==> src/rtl/axi_stream_insert_header_mb.sv <==
// Prepends a multi-beat header to each AXI-Stream packet, byte-shifting the payload
// by the header's partial last beat; registered output, one beat per cycle.
module axi_stream_insert_header_mb #(
  parameter int DATA_WD      = 32,
  parameter int DATA_BYTE_WD = DATA_WD / 8,
  parameter int BYTE_CNT_WD  = $clog2(DATA_BYTE_WD) + 1
) (
  input  logic                    clk,
  input  logic                    rst,
  input  logic                    valid_in,
  input  logic [DATA_WD-1:0]      data_in,
  input  logic [DATA_BYTE_WD-1:0] keep_in,
  input  logic                    last_in,
  output logic                    ready_in,
  input  logic                    valid_insert,
  input  logic [DATA_WD-1:0]      header_insert,
  input  logic [DATA_BYTE_WD-1:0] keep_insert,
  input  logic                    last_insert,
  output logic                    ready_insert,
  output logic                    valid_out,
  output logic [DATA_WD-1:0]      data_out,
  output logic [DATA_BYTE_WD-1:0] keep_out,
  output logic                    last_out,
  input  logic                    ready_out,
  output logic                    hdr_err
);
  localparam int N = DATA_BYTE_WD;
  typedef enum logic [1:0] {IDLE, HDR, MERGE, TAIL} state_t;
  typedef logic [BYTE_CNT_WD-1:0] cnt_t;

  function automatic logic [N-1:0] top_ones(input cnt_t k);
    logic [N-1:0] m;
    for (int i = 0; i < N; i++) m[i] = (N - 1 - i) < int'(k);
    return m;
  endfunction

  function automatic logic [DATA_WD-1:0] byte_mask(input logic [N-1:0] k);
    logic [DATA_WD-1:0] m;
    for (int i = 0; i < N; i++) m[8*i +: 8] = {8{k[i]}};
    return m;
  endfunction

  state_t             state, nxt_state;
  logic [DATA_WD-1:0] res, nxt_res;
  cnt_t               rcnt, nxt_rcnt;
  logic               nxt_valid, nxt_last, nxt_err;
  logic [DATA_WD-1:0] nxt_data;
  logic [N-1:0]       nxt_keep;
  logic               ld, hdr_hs, dat_hs, hdr_legal;
  logic [N-1:0]       keep_inc;
  cnt_t               hcnt, dcnt, sum;
  logic [DATA_WD-1:0] merged;

  assign ld           = !valid_out || ready_out;
  assign ready_insert = !rst && ld && (state == IDLE || state == HDR);
  assign ready_in     = !rst && ld && (state == MERGE);
  assign hdr_hs       = valid_insert && ready_insert;
  assign dat_hs       = valid_in && ready_in;

  // Legal last-header keep is 0..01..1: adding one clears every set bit.
  assign keep_inc  = keep_insert + N'(1);
  assign hdr_legal = (|keep_insert) && ((keep_insert & keep_inc) == '0);
  assign hcnt      = hdr_legal ? cnt_t'($countones(keep_insert)) : cnt_t'(N);
  assign dcnt      = cnt_t'($countones(keep_in));
  assign sum       = rcnt + dcnt;
  // Residual is kept MSB-aligned with zeroed low bytes, so merging is a plain OR.
  assign merged    = res | (data_in >> (8 * int'(rcnt)));

  always_comb begin
    nxt_state = state;
    nxt_res   = res;
    nxt_rcnt  = rcnt;
    nxt_valid = valid_out;
    nxt_data  = data_out;
    nxt_keep  = keep_out;
    nxt_last  = last_out;
    nxt_err   = 1'b0;
    if (ld) begin
      nxt_valid = 1'b0;
      nxt_data  = '0;
      nxt_keep  = '0;
      nxt_last  = 1'b0;
      case (state)
        IDLE, HDR: if (hdr_hs) begin
          if (!last_insert) begin
            nxt_valid = 1'b1;
            nxt_data  = header_insert;
            nxt_keep  = '1;
            nxt_state = HDR;
          end else begin
            nxt_err   = !hdr_legal;
            nxt_state = MERGE;
            if (hcnt == cnt_t'(N)) begin
              nxt_valid = 1'b1;
              nxt_data  = header_insert;
              nxt_keep  = '1;
              nxt_res   = '0;
              nxt_rcnt  = '0;
            end else begin
              nxt_res  = header_insert << (8 * (N - int'(hcnt)));
              nxt_rcnt = hcnt;
            end
          end
        end
        MERGE: if (dat_hs) begin
          nxt_valid = 1'b1;
          if (!last_in) begin
            nxt_data = merged;
            nxt_keep = '1;
            nxt_res  = data_in << (8 * (N - int'(rcnt)));
          end else if (sum <= cnt_t'(N)) begin
            nxt_data  = merged & byte_mask(top_ones(sum));
            nxt_keep  = top_ones(sum);
            nxt_last  = 1'b1;
            nxt_state = IDLE;
          end else begin
            nxt_data  = merged;
            nxt_keep  = '1;
            nxt_rcnt  = sum - cnt_t'(N);
            nxt_res   = (data_in << (8 * (N - int'(rcnt)))) & byte_mask(top_ones(sum - cnt_t'(N)));
            nxt_state = TAIL;
          end
        end
        TAIL: begin
          nxt_valid = 1'b1;
          nxt_data  = res;
          nxt_keep  = top_ones(rcnt);
          nxt_last  = 1'b1;
          nxt_res   = '0;
          nxt_rcnt  = '0;
          nxt_state = IDLE;
        end
        default: nxt_state = IDLE;
      endcase
    end
  end

  always_ff @(posedge clk) begin
    if (rst) begin
      state     <= IDLE;
      res       <= '0;
      rcnt      <= '0;
      valid_out <= 1'b0;
      data_out  <= '0;
      keep_out  <= '0;
      last_out  <= 1'b0;
      hdr_err   <= 1'b0;
    end else begin
      state     <= nxt_state;
      res       <= nxt_res;
      rcnt      <= nxt_rcnt;
      valid_out <= nxt_valid;
      data_out  <= nxt_data;
      keep_out  <= nxt_keep;
      last_out  <= nxt_last;
      hdr_err   <= nxt_err;
    end
  end
endmodule

==> config.mk <==
export PLATFORM = sky130hd
export DESIGN_NAME = axi_stream_insert_header_mb
export DESIGN_NICKNAME = d
export VERILOG_FILES = /design/src/rtl/axi_stream_insert_header_mb.sv
export SDC_FILE = /design/constraint.sdc
export NUM_CORES = 1
export LEC_CHECK = 0
export ABC_AREA = 1
export BUFFER_PORTS_ARGS = -buffer_cell sky130_fd_sc_hd__buf_2
export CAP_MARGIN = 5
export CORE_AREA = 2 2 115 117
export DETAILED_ROUTE_END_ITERATION = 10
export DIE_AREA = 0 0 117 119
export GPL_TIMING_DRIVEN = 0
export PLACE_DENSITY = 0.71
export SYNTH_ARGS = -nofsm -noshare
export SYNTH_HDL_FRONTEND = slang
export SYNTH_SLANG_ARGS = --single-unit
==> constraint.sdc <==
create_clock -name clk -period 3.1 [get_ports clk]
set_input_delay 0.31 -clock clk [delete_from_list [all_inputs] [get_ports clk]]
set_output_delay 0.31 -clock clk [all_outputs]
set_load 0.02 [all_outputs]
### Yosys cells after proc, flatten, opt, wreduce, memory -nomap -nowiden

Index checks and enable logic that the tools add are counted.

* register bits after elaboration: 76
* input port bits: 79
* output and inout bits: 41

* add/sub/neg operators: 11
* magnitude comparators: 13
* equality and inequality tests: 10
* shift-type cells: 3
* mux-type cells: 44
* bitwise gates (word level): 8
* reduce and logical (&&, ||, !) cells: 19

Operators with widths (count)
* $mux W32: 12
* $pmux W32 S3: 2
* $and A32 B32 Y32: 2
* $shl A32 B32 Y32: 2
* $or A32 B32 Y32: 1
* $shr A32 B6 Y32: 1
* $mux W4: 6
* $mux W3: 7
* $lt A1 B3 Y1 const A: 6
* $lt A2 B3 Y1 const A: 6
* $pmux W4 S3: 1
* $mux W2: 5
* $ne A2 B2 Y1 const B: 5
* $pmux W3 S3: 1
* $add A1 B1 Y2: 4
* $sub A3 B3 Y4 const A: 2
* $mux W1: 7
* $add A2 B2 Y3: 2
* $logic_and A1 B1 Y1: 6
* $pmux W2 S3: 1
* $reduce_and A6 Y1: 1
* $reduce_and A5 Y1: 1
* $reduce_or A5 Y1: 1
* $add A4 B1 Y4 const B: 1
* other kinds (18): 25

### Logic depth before layout (Yosys ltp)

* depth after elaboration: 11
* mapped depth: 18
* gate-level depth less buffers: 17

### Worst setup path after synthesis

No wires, ideal clock.

* path kind: input -> register
* start point: input port keep_insert[0]
* end point: register res[20]
* setup time: 0.056 ns
* arrival time: 2.845 ns
* slack: 0.199 ns
* stages on the path: 15
* path buffers: 3
* cell sequence: fa_1 > ha_1 > buf_2 > nand4_1 > buf_2 > ha_1 > ha_1 > inv_1 > nand3_1 > nor2_1 > clkbuf_1 > nand3_1 > nand3b_1 > nand2_1 > inv_1

* cells in the longest elaborated chain, start to end: 11

RTL lines
* start: declaration: line 17 `input logic [DATA_BYTE_WD-1:0] keep_insert,`
* $add A4 B1 Y4: line 61 `assign keep_inc = keep_insert + N'(1);`
* $and A4 B4 Y4: line 62 `assign hdr_legal = (|keep_insert) && ((keep_insert & keep_inc) == '0);`
* $logic_not A4 Y1: line 62
* $logic_and A1 B1 Y1: line 62
* $mux W3 *: line 63 `assign hcnt = hdr_legal ? cnt_t'($countones(keep_insert)) : cnt_t'(N);`
* $sub A3 B3 Y4: line 100 `nxt_res = header_insert << (8 * (N - int'(hcnt)));`
* $shl A32 B32 Y32: line 100
* $mux W32 *: line 93 `if (hcnt == cnt_t'(N)) begin`
* $mux W32 *: line 85 `if (!last_insert) begin`
* $mux W32 *: line 84 `IDLE, HDR: if (hdr_hs) begin`
* $pmux W32 S3 *: line 83 `case (state)`
* end signal: assignment: line 150 `res <= nxt_res;`
* end: declaration: line 44 `logic [DATA_WD-1:0] res, nxt_res;`

Mark *: on every way between the ends. The rest lies on a longest branch, timed or not. The select of a mux whose other input is x is not followed.
A chain may end at the register's enable or synchronous reset.

### Worst setup path after layout

* start point: input port keep_insert[0]
* end point: register valid_out

* cells in the longest elaborated chain, start to end: 10

RTL lines
* $add A4 B1 Y4: line 61
* $and A4 B4 Y4: line 62
* $logic_not A4 Y1: line 62
* $logic_and A1 B1 Y1: line 62
* $mux W3 *: line 63
* $eq A3 B3 Y1 *: line 93
* $mux W1 *: line 93
* $mux W1 *: line 85
* $mux W1 *: line 84
* $pmux W1 S3 *: line 83
* end signal: assignment: line 152 `valid_out <= nxt_valid;`
* end: declaration: line 20 `output logic valid_out,`

Mark *: on every way between the ends. The rest lies on a longest branch, timed or not.

==> results.sh <==
export IMPL_drtPass1Iterations=6
export IMPL_share_of_the_yosys_chip_area_belonging_to_registers_pct=24.8
export IMPL_yosys_top_cells_area="dfxtp_1 25%, nand2_1 18%, o21ai_0 9.1%"
export IMPL_worstPathMaxFanout=10
export IMPL_vdd_ir_drop_worst_mv=0.289
export IMPL_mappedNetlistArea_um2=6130
export IMPL_synth_nets=1109
export IMPL_end_kind="flip-flop"
export IMPL_area_growth_synth_to_final_pct=20.2
export IMPL_cts_root_to_sink_buffers=2
export IMPL_design_final_nets=1243
export IMPL_fp_row_count=42
export IMPL_worst_clock_skew_ns=0.00694
export IMPL_layout_cell_area_non_filler_um2=7370
export IMPL_worst_ep_arrival_time_ns=3.24
export IMPL_htree_num_levels=3
export IMPL_run_status="finished, final reports clean"
export IMPL_die_area_um2=13900
export IMPL_final_setup_viol_count=0
export IMPL_cts_clock_pin_slew_for_the_worst_setup_and_hold_paths_ns=0.06
export IMPL_ys_async_sr_fraction_pct=0
export IMPL_period_minus_slack_ns=2.96
export IMPL_clock_tree_from_tritoncts="done"
export IMPL_worst_setup_path_start_kind="primary input"
export IMPL_routed_wl_mm=27.5
export IMPL_maxSlewHeadroom_pct=47.7
export IMPL_finalHoldViolCount=0
export IMPL_floorplan_initialDensity_pct=47.6
export IMPL_detail_route_wl_per_cell_um=20.7
export IMPL_min_path_type="primary input to flip-flop"
export IMPL_p_total_mw=3.69
export IMPL_max_freq_mhz=337
export IMPL_post_route_drc_count=0
export IMPL_place_ws_ns=-0.584
export IMPL_max_cap_violations=0
export IMPL_final_min_period_over_clock_period_pct=95.6
export IMPL_crit_path_frequent_cell="ha_1"
export IMPL_grt_overflow=0
export IMPL_initial_antenna_violation_count=0
export IMPL_ys_warn_count=0
export IMPL_io_pins=120
export IMPL_critPathKind="primary input to flip-flop"
export IMPL_hpwlAfterDp_mm=21.7
export IMPL_synth_ff_latch_count=76
export IMPL_area_after_detailed_placement_um2=6940
export IMPL_layout_cells_sized_above_1_pct=20.1
export IMPL_antenna_diode_count=0
export IMPL_yosysTopAreaCell="dfxtp_1"
export IMPL_cellPowerDensity_nw_per_um2=500
export IMPL_drt_antenna_net_count=0
export IMPL_utilization_pct=57.3
export IMPL_die_width_um=117
export IMPL_postSynthCellCount=1017
export IMPL_place_port_buffers=118
export IMPL_post_synth_num_cell_types=45
export IMPL_routed_via_count=7737
export IMPL_tns_ns=0
export IMPL_synth_top_area_share_pct=24.8
export IMPL_grt_pass1_wl_mm=41.6
export IMPL_grt_start_max_net_pins=21
export IMPL_setup_slack_ns=0.136
export IMPL_dr_first_iter_drc_count=1016
export IMPL_first_global_vias=6977
export IMPL_leakage_nw=3.61
export IMPL_synth_edf_count=0
export IMPL_chipHeight_um=119
export IMPL_synthesis_area_per_instance_um2=6.03
export IMPL_design_core_area_um2=12900
export IMPL_top_library_cells_by_usage_in_the_layout_fill_and_taps_aside="299 x nand2_1, 140 x buf_2, 111 x o21ai_0"
export IMPL_timing_critical_path_slowest_stage_cell="fa_1"
export IMPL_gp_congestion=1.01
export IMPL_root_buffer="clkbuf_16"
export IMPL_crit_chain="buf_2, fa_1, ha_1, clkbuf_4, nand4_1, buf_6, ha_1, ha_1, inv_1, a21oi_2, buf_2, nor2_2, a31oi_1"
export IMPL_cts_buffers_inserted=9
export IMPL_rsz0062_at_grt="true"
export IMPL_route_detailed_vias_per_inst=5.81
export IMPL_layout_commonest_cell="nand2_1"
export IMPL_holdBufCountCts=0
export IMPL_timing_worst_slew_pin_value_ns=0.784
export IMPL_crit_required_ns=3.37
export IMPL_postSynth_topFlopCell="dfxtp_1"
export IMPL_clkSinkCount=76
export IMPL_clk_latency_ns=0.35
export IMPL_cp_slowest_stage_delay_ns=0.53
export IMPL_global_route_usage_over_all_layers_pct=40.4
export IMPL_report_final_slew_viol_count=0
## worst paths after layout
path,cells after the start,slack [ns],endpoint,startpoint
hold reg to reg,2,0.47,last_out$_SDFFE_PP0N_,last_out$_SDFFE_PP0N_
setup / recovery,13,0.14,valid_out$_SDFFE_PP0N_,keep_insert[0]
setup reg to reg,11,0.22,data_out[31]$_SDFFE_PP0N_,rcnt[0]$_SDFFE_PP0P_
hold / removal,3,0.20,data_out[9]$_SDFFE_PP0N_,header_insert[9]
## cells by family after synthesis
group                      synth area share, %
AOI/OAI and AO/OA                         21.5
adders and majority gates                 3.14
buffers and inverters                     11.0
DFF                                       24.8
and+or+nand+nor                           39.5
## synthesized netlist by cell type, drive strengths merged (2+ instances only)
| cell type | number |
|---|---|
| a21boi | 5 |
| a21oi | 72 |
| a22oi | 8 |
| a31oi | 22 |
| buf | 38 |
| clkbuf | 27 |
| clkinv | 2 |
| dfxtp | 76 |
| fa | 4 |
| ha | 9 |
| inv | 89 |
| nand2 | 311 |
| nand3 | 65 |
| nand3b | 14 |
| nand4 | 40 |
| nor2 | 93 |
| nor3 | 12 |
| nor3b | 2 |
| o21ai | 118 |
## cell type report
cell class	count	area, um^2
Fill cell	1377	5500
Multi-Input combinational cell	785	3980
Clock inverter	6	88.8
Sequential cell	76	1520
Buffer	64	347
Tap cell	176	220
Clock buffer	10	229
Inverter	91	352
Timing Repair Buffer	124	636
## where the power goes
| part | total (mW) | internal [mW] | switching [mW] | leakage, nW |
|---|---|---|---|---|
| combinational | 1.40 | 0.419 | 0.982 | 2.85 |
| sequential | 1.11 | 1.06 | 0.0537 | 0.621 |
| clock | 1.17 | 0.706 | 0.468 | 0.149 |
| total | 3.69 | 2.19 | 1.50 | 3.61 |
## per-stage QoR
stage	std cells	hold slack [ns]
5_1_grt	1332	0.217
3_5_place_dp	1311	0.461
3_3_place_gp	1311	0.457
6_report	1332	0.196
4_1_cts	1326	0.196
2_1_floorplan	1017	0.420
## repair_timing
action | 4_1_cts | 5_1_grt
gates resized for setup | 11 | 15
setup buffers | 0 | 6
pin swaps | 0 | 3
cloned | 0 | 0
endpoints found under the setup margin | 34 | 59
## state kept, by name (all words and copies together), names as in the netlist
| signal | cells |
|---|---|
| data_out | 32 |
| res | 32 |
| keep_out | 4 |
| rcnt | 3 |
| state | 2 |
| hdr_err | 1 |
| last_out | 1 |
| valid_out | 1 |
## critical path: cells and delay by family
family          cells  cell delay, ns
fa+ha+maj           4            1.07
buf+inv             5            0.94
compound gates      2            0.57
simple gates        2            0.33
## routing by layer
layer | wire [um] | global-route usage, %
met3 | 3200 | 10.6
met4 | 1270 | 17.8
met5 | 0 | 0
met1 | 11400 | 55.7
met2 | 11600 | 58.9
(Power assumes the default switching activity.)
